`config.mk`:
```
export PLATFORM = sky130hd
export DESIGN_NAME = sw_input_conditioner
export DESIGN_NICKNAME = d
export VERILOG_FILES = /design/src/rtl/picoMIPS_pkg.sv /design/src/rtl/sync2ff.sv /design/src/rtl/sw_input_conditioner.sv
export SDC_FILE = /design/constraint.sdc
export NUM_CORES = 1
export LEC_CHECK = 0
export ABC_CLOCK_PERIOD_IN_PS = 1780
export BUFFER_PORTS_ARGS = -buffer_cell sky130_fd_sc_hd__buf_2
export CAP_MARGIN = 20
export CORE_MARGIN = 2
export CORE_UTILIZATION = 45
export DETAILED_ROUTE_END_ITERATION = 7
export HOLD_SLACK_MARGIN = 0.05
export MAX_ROUTING_LAYER = met4
export PLACE_DENSITY = 0.77
export SLEW_MARGIN = 20
export SYNTH_ARGS = -nofsm -noshare
export SYNTH_HDL_FRONTEND = slang
export SYNTH_SLANG_ARGS = --single-unit
```
`constraint.sdc`:
```
create_clock -name clk -period 1.78 [get_ports clk]
set_input_delay 0.089 -clock clk [delete_from_list [all_inputs] [get_ports clk]]
set_output_delay 0.089 -clock clk [all_outputs]
set_load 0.05 [all_outputs]
```
`src/rtl/picoMIPS_pkg.sv`:
```
// Shared types for the picoMIPS input stage.
package picoMIPS_pkg;

  typedef enum logic [1:0] {
    IDLE,
    DEB_PRESS,
    PRESSED,
    DEB_RELEASE
  } swin_state_t;

endpackage

```
`src/rtl/sync2ff.sv`:
```
// Two-flop synchroniser for asynchronous board inputs; clears to zero on reset.
module sync2ff #(
  parameter int unsigned W = 1
) (
  input  logic         clk,
  input  logic         reset,
  input  logic [W-1:0] d,
  output logic [W-1:0] q
);

  logic [W-1:0] s1;

  always_ff @(posedge clk) begin
    if (reset) begin
      s1 <= '0;
      q  <= '0;
    end else begin
      s1 <= d;
      q  <= s1;
    end
  end

endmodule

```
`src/rtl/sw_input_conditioner.sv`:
```
// Board switch front end: synchronises and debounces sw8, latches sws on each
// accepted press, and reports a one-cycle press event plus a press counter.
module sw_input_conditioner
  import picoMIPS_pkg::*;
#(
  parameter int unsigned n         = 8,
  parameter int unsigned DB_CYCLES = 4,
  parameter int unsigned PCW       = 4
) (
  input  logic           clk,
  input  logic           reset,
  input  logic           sw8_raw,
  input  logic [n-1:0]   sws_raw,
  output logic           sw8_out,
  output logic [n-1:0]   sws_out,
  output logic           press_pulse,
  output logic [PCW-1:0] press_count
);

  localparam int unsigned CW = $clog2(DB_CYCLES + 1);
  localparam logic [CW-1:0] CNT_LAST = CW'(DB_CYCLES - 1);

  logic         sw8_s;
  logic [n-1:0] sws_s;

  swin_state_t    state, state_nxt;
  logic [CW-1:0]  cnt, cnt_nxt;
  logic           sw8_nxt;
  logic [n-1:0]   sws_nxt;
  logic           pulse_nxt;
  logic [PCW-1:0] count_nxt;

  sync2ff #(.W(1)) u_sync_sw8 (
    .clk   (clk),
    .reset (reset),
    .d     (sw8_raw),
    .q     (sw8_s)
  );

  sync2ff #(.W(n)) u_sync_sws (
    .clk   (clk),
    .reset (reset),
    .d     (sws_raw),
    .q     (sws_s)
  );

  // State, counter and registered outputs.
  always_ff @(posedge clk) begin
    if (reset) begin
      state       <= IDLE;
      cnt         <= '0;
      sw8_out     <= 1'b0;
      sws_out     <= '0;
      press_pulse <= 1'b0;
      press_count <= '0;
    end else begin
      state       <= state_nxt;
      cnt         <= cnt_nxt;
      sw8_out     <= sw8_nxt;
      sws_out     <= sws_nxt;
      press_pulse <= pulse_nxt;
      press_count <= count_nxt;
    end
  end

  // Debounce decisions; sw8_out follows the next state so it moves with the transition.
  always_comb begin
    state_nxt = state;
    cnt_nxt   = cnt;
    sws_nxt   = sws_out;
    pulse_nxt = 1'b0;
    count_nxt = press_count;

    case (state)
      IDLE: begin
        if (sw8_s) begin
          state_nxt = DEB_PRESS;
          cnt_nxt   = '0;
        end
      end
      DEB_PRESS: begin
        if (!sw8_s) begin
          state_nxt = IDLE;
          cnt_nxt   = '0;
        end else if (cnt == CNT_LAST) begin
          state_nxt = PRESSED;
          sws_nxt   = sws_s;
          pulse_nxt = 1'b1;
          count_nxt = press_count + PCW'(1);
        end else begin
          cnt_nxt = cnt + CW'(1);
        end
      end
      PRESSED: begin
        if (!sw8_s) begin
          state_nxt = DEB_RELEASE;
          cnt_nxt   = '0;
        end
      end
      DEB_RELEASE: begin
        if (sw8_s) begin
          state_nxt = PRESSED;
        end else if (cnt == CNT_LAST) begin
          state_nxt = IDLE;
        end else begin
          cnt_nxt = cnt + CW'(1);
        end
      end
      default: begin
        state_nxt = IDLE;
        cnt_nxt   = '0;
      end
    endcase

    sw8_nxt = (state_nxt == PRESSED) || (state_nxt == DEB_RELEASE);
  end

endmodule

```
==> metrics.yaml <==
final_layout:
  nFillCells: 235
  area_growth_pct: 21.4
  drive_above_1_share_pct: 21.8
  postLayoutCellArea_um2: 1620
  num_antenna_cells: 0
  fin_nets: 182
placement:
  portBuffers: 24
  dp_hpwl_mm: 1.73
  place_congestion: 0.754
  dpl-instance-area_um2: 1470
floorplanning:
  rows: 19
  start_util_pct: 48.0
  coreArea_um2: 2780
  dieArea_um2: 3420
  fp.dieH_um: 58.5
  ios: 25
  die_w_um: 58.5
yosys:
  syn_area_um2: 1340
  synth-seq-area-share_pct: 53.9
  synth.avg_cell_area_um2: 9.83
  ys_ff_latch: 36
  yosysWarnings: 0
  async_flop_share_pct: 0
  synth_edf_count: 0
  synth_nets: 149
  ys.flop_type: "dfxtp_1"
  ys_types: 32
  synth_cells: 136
clock_tree:
  cts_tree: "yes"
  path_clk_slew_ns: 0.10
  numCtsBuffers: 5
  cts.sinks: 36
  post_cts_buffers: 0
  post_cts_resized: 0
  cts_root_buf: "clkbuf_4"
  ctsLongestPathBuffers: 2
  htree_levels: 2
  worstSkewPairLatency_ns: 0.33
power_and_ir_drop:
  combPwrFrac_pct: 4.5
  ir_drop_uv: 605
  pwr-share-clk_pct: 33.2
  powerDensity_nw_per_um2: 824
  switching_share_pct: 21.2
  p_sw_w: 0.000283
  p_leak_nw: 0.685
  p_seq_share_pct: 62.3
  internal-power_w: 0.00105
sta:
  slew_violations: 0
  fin_crit_sh_pct: 92.0
  setup_tns_ns: 0
  rsz0062_at_grt: "false"
  fmax_ghz: 0.611
  setup_violations: 0
  hold_violations: 0
  worst_slew_pin_slew_ns: 0.350
  skew_ns: 0.00481
  fin_crit_ns: 1.64
  slew_headroom_pct: 76.7
global_routing:
  first_global_vias: 1036
  grt_max_degree: 27
  grt_pass1_wl_mm: 4.13
  antenna_found_initial: 0
  overflow: 0
  grt_usage_pct: 16.6
critical_path:
  startpoint_type: "flop"
  critPathArrivalTime_ns: 1.91
  cp_data_required_time_ns: 2.05
  crit_type: "reg -> reg"
  worstPathMaxFanout: 15
  timing.critical_path.to_type: "flop"
drt:
  initialDrtViolationCount: 32
  ant_nets: 0
  drt-met1-wl_mm: 1.00
  wl_mm: 2.49
  drt-vias-per-instance: 5.22
  route.top_layer_used: "met4"
  remaining_drc_errors: 0
  met2WireLength_mm: 1.33
  wire_per_inst_um: 12.4
  first_pass_iters: 4
  routed-wl-met3_um: 115
  num_vias: 1050
status:
  status: "complete, no violations"
flow_run:
  maxCapViolCount: 0
worst_hold_path:
  hold_path_class: "in -> reg"
[cell usage in the layout (no fill, tap or decap), types with 4 or more instances in the layout]
cell / Yosys / routed
buf_4: 3 / 4
a21oi_1: 11 / 11
dlygate4sd3_1: 0 / 9
buf_2: 2 / 24
clkbuf_4: 0 / 5
o21ai_0: 12 / 12
dfxtp_1: 36 / 36
nor3_1: 4 / 4
nand3_1: 11 / 11
nor2b_1: 22 / 22
[synthesized netlist by cell type (3+ instances only)]
library cell  number  area share [%]
dfxtp_1           36              54
nor2b_1           22              10
clkbuf_1           6             1.7
buf_4              3             1.7
nor3_1             4             1.5
o21ai_0           12             4.5
a21oi_1           11             4.1
nand3_1           11             4.1
[timing repair]
action / CTS / global route
endpoints found under the setup margin: 0 / 0
hold buffers: 9 / 0
endpoints found under the hold margin: 9 / 0
[worst max-delay path: stages (launching register included)]
cell	delay, ns
dfxtp_1	0.38
ha_1	0.29
nand4b_4	0.23
or4_1	0.53
a21oi_1	0.15
[final timing paths]
| path | start | endpoint | slack (ns) | depth (start not counted) |
|---|---|---|---|---|
| worst min register to register | u_sync_sws.s1[5] | u_sync_sws.q[5] | 0.44 | 1 |
| worst max register to register | cnt[0] | press_count[3] | 0.14 | 4 |
| worst max-delay path | cnt[0] | press_count[3] | 0.14 | 4 |
| worst min-delay path | reset | sws_out[4] | 0.1 | 2 |
[metal layers]
layer	global-route usage, %	vias to the layer above
met5	-	-
met4	7.64	0
met3	6.15	4
met2	30.0	27
met1	15.4	480
li1	-	539
[registers in the layout, summed over array words and instances (netlist names)]
name           cells
sws_out            8
cnt                3
u_sync_sws.q       8
sw8_out            1
state              1
u_sync_sw8.s1      1
press_pulse        1
u_sync_sw8.q       1
u_sync_sws.s1      8
press_count        4
[power by group through the flow]
stage	clock, W	combinational [W]	sequential, W
6_report	0.000444	0.0000607	0.000833
5_1_grt	0.000504	0.0000666	0.000835
4_1_cts	0.000465	0.0000607	0.000833
3_5_place_dp	0	0.0000460	0.000852
3_3_place_gp	0	0.0000438	0.000850
2_1_floorplan	0	0.0000349	0.000846
[final cells by class]
class | instances | area, um2 | share of cell area [%]
clock buffers | 7 | 55.1 | 3.39
clock inverters | 1 | 7.51 | 0.463
inverters | 2 | 7.51 | 0.463
multi-input cells | 87 | 553 | 34.1
flip-flops and latches | 36 | 721 | 44.4
well taps | 31 | 38.8 | 2.39
repair buffers | 37 | 240 | 14.8
[cell families after synthesis]
logic type	after synthesis	share of synthesized area [%]
simple gates	54	26.1
compound gates	29	11.9
flops	36	53.9
mux	1	0.843
buf+inv	13	4.68
fa+ha+maj	2	1.87
xor+xnor	1	0.656
[per-stage QoR]
stage | hold slack, ns | total power (W) | instances | util [%] | setup slack (ns)
CTS | 0.0761 | 0.00136 | 201 | 58.3 | 0.156
detailed placement | 0.302 | 0.000897 | 184 | 52.9 | 0.183
floorplan | 0.217 | 0.000881 | 136 | - | 0.260
global placement | 0.298 | 0.000894 | 184 | 52.9 | 0.260
finish | 0.0951 | 0.00134 | 201 | 58.3 | 0.142
global route | 0.0852 | 0.00141 | 201 | 58.3 | 0.00961
No activity file was read; power rests on OpenSTA's default activity.
